## config.mk

```make
export PLATFORM = sky130hd
export DESIGN_NAME = dsc_chunk_unpacker
export DESIGN_NICKNAME = d
export VERILOG_FILES = /design/src/rtl/dsc_chunk_unpacker.sv
export SDC_FILE = /design/constraint.sdc
export NUM_CORES = 1
export LEC_CHECK = 0
export CELL_PAD_IN_SITES_DETAIL_PLACEMENT = 2
export CELL_PAD_IN_SITES_GLOBAL_PLACEMENT = 2
export CORE_UTILIZATION = 30
export DETAILED_ROUTE_END_ITERATION = 8
export MAX_ROUTING_LAYER = met4
export PLACE_DENSITY = 0.67
export SLEW_MARGIN = 20
export SYNTH_ARGS = -nofsm -noshare
export SYNTH_HDL_FRONTEND = slang
export SYNTH_SLANG_ARGS = --single-unit
```

## constraint.sdc

```tcl
create_clock -name clk -period 15.6 [get_ports clk]
set_input_delay 3.12 -clock clk [delete_from_list [all_inputs] [get_ports clk]]
set_output_delay 3.12 -clock clk [all_outputs]
set_load 0.01 [all_outputs]
```

## src/rtl/dsc_chunk_unpacker.sv

```systemverilog
// Splits the DSC compressed byte stream into per-slice chunks and tags every
// byte with slice column/row, line-in-slice and chunk/slice/picture boundaries.
module dsc_chunk_unpacker #(
  parameter int SW_W  = 16,
  parameter int BPP_W = 10,
  parameter int SPL_W = 4,
  parameter int ROW_W = 8,
  parameter int CHK_W = 22
) (
  input  logic             clk,
  input  logic             rst,
  input  logic             start,
  input  logic [SW_W-1:0]  cfg_slice_width,
  input  logic [SW_W-1:0]  cfg_slice_height,
  input  logic [BPP_W-1:0] cfg_bpp,
  input  logic [SPL_W-1:0] cfg_slices_per_line,
  input  logic [ROW_W-1:0] cfg_slice_rows,
  input  logic [7:0]       in_data,
  input  logic             in_valid,
  output logic             in_ready,
  output logic [7:0]       out_data,
  output logic             out_valid,
  input  logic             out_ready,
  output logic [SPL_W-1:0] out_slice_col,
  output logic [ROW_W-1:0] out_slice_row,
  output logic [SW_W-1:0]  out_line,
  output logic             out_soc,
  output logic             out_eoc,
  output logic             out_eos,
  output logic             out_eop,
  output logic             busy,
  output logic             done,
  output logic             cfg_err
);

  localparam int PW = SW_W + BPP_W;

  typedef enum logic [1:0] {IDLE, CALC, RUN, DONE} state_t;

  state_t state, state_nxt;

  logic [SW_W-1:0]  sw_q, sh_q;
  logic [BPP_W-1:0] bpp_q;
  logic [SPL_W-1:0] spl_q;
  logic [ROW_W-1:0] rows_q;
  logic [CHK_W-1:0] chunk_q;

  logic [CHK_W-1:0] byte_cnt;
  logic [SPL_W-1:0] slice_col;
  logic [SW_W-1:0]  line;
  logic [ROW_W-1:0] slice_row;

  logic done_q, cfg_err_q;

  logic [PW-1:0]    prod;
  logic [PW:0]      rnd;
  logic [CHK_W-1:0] chunk_calc;
  logic             cfg_bad;
  logic             run, accept_start, xfer;
  logic             last_byte, last_col, last_line, last_row;
  logic             eos_i, eop_i;

  // Ceiling of width*bpp/128; one extra bit keeps the +127 from overflowing.
  assign prod       = PW'(sw_q) * PW'(bpp_q);
  assign rnd        = {1'b0, prod} + (PW+1)'(127);
  assign chunk_calc = CHK_W'(rnd[PW:7]);
  assign cfg_bad    = (chunk_calc == '0) || (spl_q == '0) || (sh_q == '0) || (rows_q == '0);

  assign run          = (state == RUN);
  assign accept_start = start && ((state == IDLE) || (state == DONE));
  assign xfer         = run && in_valid && out_ready;

  assign last_byte = (byte_cnt  == chunk_q - CHK_W'(1));
  assign last_col  = (slice_col == spl_q - SPL_W'(1));
  assign last_line = (line      == sh_q - SW_W'(1));
  assign last_row  = (slice_row == rows_q - ROW_W'(1));
  assign eos_i     = last_byte && last_line;
  assign eop_i     = eos_i && last_col && last_row;

  always_ff @(posedge clk) begin
    if (rst) state <= IDLE;
    else     state <= state_nxt;
  end

  always_comb begin
    state_nxt = state;
    case (state)
      IDLE, DONE: if (start) state_nxt = CALC;
      CALC:       state_nxt = cfg_bad ? DONE : RUN;
      RUN:        if (xfer && eop_i) state_nxt = DONE;
      default:    state_nxt = IDLE;
    endcase
  end

  always_ff @(posedge clk) begin
    if (rst) begin
      sw_q      <= '0;
      sh_q      <= '0;
      bpp_q     <= '0;
      spl_q     <= '0;
      rows_q    <= '0;
      chunk_q   <= '0;
      byte_cnt  <= '0;
      slice_col <= '0;
      line      <= '0;
      slice_row <= '0;
      done_q    <= 1'b0;
      cfg_err_q <= 1'b0;
    end else begin
      done_q <= xfer && eop_i;
      if (accept_start) begin
        sw_q      <= cfg_slice_width;
        sh_q      <= cfg_slice_height;
        bpp_q     <= cfg_bpp;
        spl_q     <= cfg_slices_per_line;
        rows_q    <= cfg_slice_rows;
        chunk_q   <= '0;
        byte_cnt  <= '0;
        slice_col <= '0;
        line      <= '0;
        slice_row <= '0;
        cfg_err_q <= 1'b0;
      end
      if (state == CALC) begin
        chunk_q <= chunk_calc;
        if (cfg_bad) cfg_err_q <= 1'b1;
      end
      // Nested advance in encoder order: byte, then column, then line, then row.
      if (xfer) begin
        if (!last_byte) begin
          byte_cnt <= byte_cnt + CHK_W'(1);
        end else begin
          byte_cnt <= '0;
          if (!last_col) begin
            slice_col <= slice_col + SPL_W'(1);
          end else begin
            slice_col <= '0;
            if (!last_line) begin
              line <= line + SW_W'(1);
            end else begin
              line      <= '0;
              slice_row <= last_row ? '0 : slice_row + ROW_W'(1);
            end
          end
        end
      end
    end
  end

  assign in_ready      = run && out_ready;
  assign out_valid     = run && in_valid;
  assign out_data      = run ? in_data : '0;
  assign out_slice_col = slice_col;
  assign out_slice_row = slice_row;
  assign out_line      = line;
  assign out_soc       = run && (byte_cnt == '0);
  assign out_eoc       = run && last_byte;
  assign out_eos       = run && eos_i;
  assign out_eop       = run && eop_i;
  assign busy          = (state == CALC) || (state == RUN);
  assign done          = done_q;
  assign cfg_err       = cfg_err_q;

endmodule

```

# After elaboration in Yosys (flattened, before gate mapping)

Cells that the tools add are included.

Flip-flop bits (word level): 128
Logic and storage cells: 87

Add/subtract/negate cells: 9
$mul: 1
Equality and inequality tests: 9
Mux-type cells: 28
Reductions and logical operators: 27

Operators by type and width:

| kind                                                                 | count |
|---|---|
| 16-bit 2-to-1 mux                                                    | 5 |
| 22-bit 2-to-1 mux                                                    | 3 |
| 8-bit 2-to-1 mux                                                     | 7 |
| 22-bit logical NOT                                                   | 2 |
| 20-bit 2-to-1 mux                                                    | 2 |
| 26-bit by 7-bit adder with 27-bit output, second input constant      | 1 |
| 16-bit by 10-bit multiplier with 26-bit output                       | 1 |
| 22-bit by 1-bit adder with 22-bit output, second input constant      | 1 |
| 22-bit == test                                                       | 1 |
| 20-bit by 1-bit subtractor with 21-bit output, second input constant | 1 |
| 16-bit by 1-bit adder with 16-bit output, second input constant      | 1 |
| 16-bit == test                                                       | 1 |
| 16-bit logical NOT                                                   | 1 |
| 4-bit 2-to-1 mux                                                     | 4 |
| 16-bit by 1-bit subtractor with 16-bit output, second input constant | 1 |
| 1-bit logical AND                                                    | 12 |
| 8-bit by 1-bit adder with 8-bit output, second input constant        | 1 |
| 8-bit == test                                                        | 1 |
| 8-bit logical NOT                                                    | 1 |
| 8-bit by 1-bit subtractor with 8-bit output, second input constant   | 1 |
| 2-bit case mux with 3 select lines                                   | 1 |
| 1-bit logical OR                                                     | 5 |
| 4-bit by 1-bit adder with 4-bit output, second input constant        | 1 |
| 2-bit == test, second input constant                                 | 2 |
| other kinds (12)                                                     | 17 |

# Longest topological paths before layout

Word-level depth: 8
Gate-level depth with buffers: 22
Mapped depth without buffers: 20

# Worst setup path before layout

No wires, ideal clock.

Kind: input-to-output
Start: in out_ready
End: out in_ready
Arrival: 3293 ps
Required time: 12480 ps
Slack: 9187 ps
Cell stages on the path: 1
Path buffers: 0
Path through: and2_1

Cells in the longest elaborated chain, start to end: 1

RTL lines:

| item              | RTL line | source |
|---|---|---|
| start, declared   | 23       | `input logic out_ready,` |
| 1-bit logical AND | 150      | `assign in_ready = run && out_ready;` |
| end, declared     | 20       | `output logic in_ready,` |

No other way between the ends.

# Worst setup path in the final report

Same ends and word-level chain as after synthesis.

==> results.md <==
- Yosys warns: 0
- Setup TNS: 0 ps
- Num rows: 75
- Crit path max fanout: 2
- Clock Path Buffers: 2
- Fmax: 135 MHz
- CP Launch Type: primary input
- Clk slew on worst S/H paths: 60 ps
- Synth cell types: 72
- RSZ-0062 raised after global routing: no
- Clock latency on the worst-skew pair: 460 ps
- MaxCap Viol Count: 0
- Cells along the critical path: clkdlybuf4s50_1 -> and2_1 -> clkdlybuf4s50_1
- EDFF count, synth: 0
- Total core area: 42200 µm²
- I/O Pins: 112
- Initial core utilization: 30.6%
- Routed Antenna Nets: 0
- Top cell type's share of synthesized area: 19.8%
- Flops & latches, synth: 128
- DRC: 0
- Via Count: 11800
- Post-CTS setup buffer count: 0
- Mean Syn Cell Area: 7.92 µm²
- Vias in the first global route: 13000
- Die width: 210 µm
- Tightest Pin Transition: 1020 ps
- Worst path slowest cell: clkdlybuf4s50_1
- Net Count, Synth: 1897
- Crit Path Class: primary input to output port
- CP Data Required Time: 12480 ps
- GRT overflow: 0
- CTS tree: done
- Total GRT Usage: 20.6%
- Overall Power: 1.65 mW
- # fillers: 4853
- Skew final: 32.1 ps
- Setup-failing EPs final: 0
- Die area: 44000 µm²
- Sequential area share after synthesis: 19.8%
- Largest net degree at the start of global routing: 83
- Crit path DAT: 4290 ps
- Share of layout cells above drive strength 1: 3.80%
- Crit end category: output port
- Max VDD drop: 58.7 µV
- First-pass GRT wire length: 70.6 mm
- Synth top cells by count: nand2_1, inv_1, dfxtp_1, a21oi_1, fa_1
- Status: finished, final reports clean
- Final critical-path required period: 7410 ps
- Area Overhead vs Synth: 16.1%
- Violation count after the first detailed-route iteration: 386
- Hold Vio Cnt, Final: 0
- Max Slew Vio Count: 0
- Mapped Area: 12900 µm²
- Placed Area: 14400 µm²
- Number of vias per cell: 5.30
- Cell with the most instances after synthesis: nand2_1
- HPWL Detailed: 32.0 mm
- Final Instance Area: 15000 µm²
- Final wirelength: 42.4 mm
- Initial antenna violation count: 0
- Post-CTS resize count: 0
- Hold Crit Class: register to register
- Most used cell, CP: clkdlybuf4s50_1
- Leak pwr: 6.12 nW
- Pwr dens: 110 nW/µm²
- Num CTS Buffers: 17
- H-tree levels: 4
- Port bufs: 111
- Root Buffer: clkbuf_16
- Asr flop ratio synth: 0%
- Slew margin rel.: 32.3%
- Cts hold-fix bufs: 0
- Die Height: 210 µm
- # diodes: 0
- Largest stage delay on the critical path: 550 ps
- Detailed Routing Iterations Pass 1: 6
- Ranking of synthesized cells by area: dfxtp_1, fa_1, ha_1, nand2_1, and2_1
- CTS Sinks: 128
- Routed WL per cell: 19.1 µm
- Top FF cell, synth: dfxtp_1
- Routability cong.: 0.777
- Nets: 1935
- Gate Count Post-Synth: 1633
- Leading area contributor after synthesis: dfxtp_1
- Period utilization: 47.5%
## worst paths after layout
kind | to | startpoint | slack [ps] | cells past startpoint
worst min-delay path | spl_q[1] | spl_q[1] | 500 | 2
worst max register to register | state[0] | bpp_q[3] | 8740 | 16
worst min register to register | spl_q[1] | spl_q[1] | 500 | 2
worst max-delay path | in_ready | out_ready | 8190 | 3
## flip-flops by register name, indices dropped and copies added (netlist names), 4 cells and up
signal         count
chunk_q           20
rows_q             8
sh_q              16
out_slice_col      4
sw_q              16
out_line          16
bpp_q             10
out_slice_row      8
byte_cnt          22
spl_q              4
## power by group
group	total [mW]	internal (mW)	switching, mW
Clock	0.432	0.260	0.172
Sequential	0.462	0.365	0.0971
Combinational	0.754	0.297	0.458
## cells in the final DEF (no fill, tap or decap), types with 7 or more instances in the layout
cell type	synthesis	layout
nand4_1	18	18
ha_1	80	80
nor2_1	80	80
a211oi_1	7	7
o211ai_1	35	35
o211a_1	9	9
o31ai_1	9	9
xnor2_1	40	40
a31oi_1	12	12
o21ai_0	41	41
a21o_1	18	18
and2_1	109	108
or4_1	8	8
clkdlybuf4s50_1	0	110
nand2b_1	9	9
and3_1	31	31
dfxtp_1	128	128
a21oi_1	117	117
nand3_1	62	62
fa_1	117	117
nand2_1	245	244
or3_1	18	18
clkbuf_16	0	17
nor3_1	38	38
or2_2	8	8
nand4b_1	8	8
inv_1	143	143
xor2_1	26	26
nor3b_1	11	11
nor4_1	13	13
## cells by family after synthesis
family | share of synthesized area, %
muxes | 0.484
buffers and inverters | 7.05
adders and majority gates | 25.8
AOI/OAI and AO/OA | 15.2
xor gates and xnor gates | 4.59
DFF | 19.8
and+or+nand+nor | 27.0
## area by class of cell
class / instances / area (µm²) / area share [%]
clock buffers: 20 / 457 / 3.04
inverters: 143 / 537 / 3.57
clock inverters: 12 / 158 / 1.05
well taps: 539 / 674 / 4.49
multi-input cells: 1265 / 9480 / 63.1
flip-flops and latches: 128 / 2560 / 17.1
repair buffers: 116 / 1150 / 7.63
## metal layers
metal / global-route usage, % / routed length (µm)
met2: 34.0 / 20400
met4: 4.83 / 584
met3: 2.24 / 685
met1: 27.1 / 20800
met5: - / 0
## critical path: cells and delay by family
kind	cells	cell delay, ps
buffers and inverters	2	1020
and+or+nand+nor	1	150
## metrics by stage
stage / utilization, % / std cells / hold WS [ps] / setup slack (ps)
5_1_grt: 35.6 / 2223 / 521 / 8020
6_report: 35.6 / 2223 / 496 / 8190
2_1_floorplan: - / 1633 / 435 / 9190
3_5_place_dp: 34.1 / 2191 / 478 / 8190
3_3_place_gp: 34.1 / 2191 / 468 / 8230
4_1_cts: 35.6 / 2223 / 487 / 8190
Power figures use the tool's default switching activity.
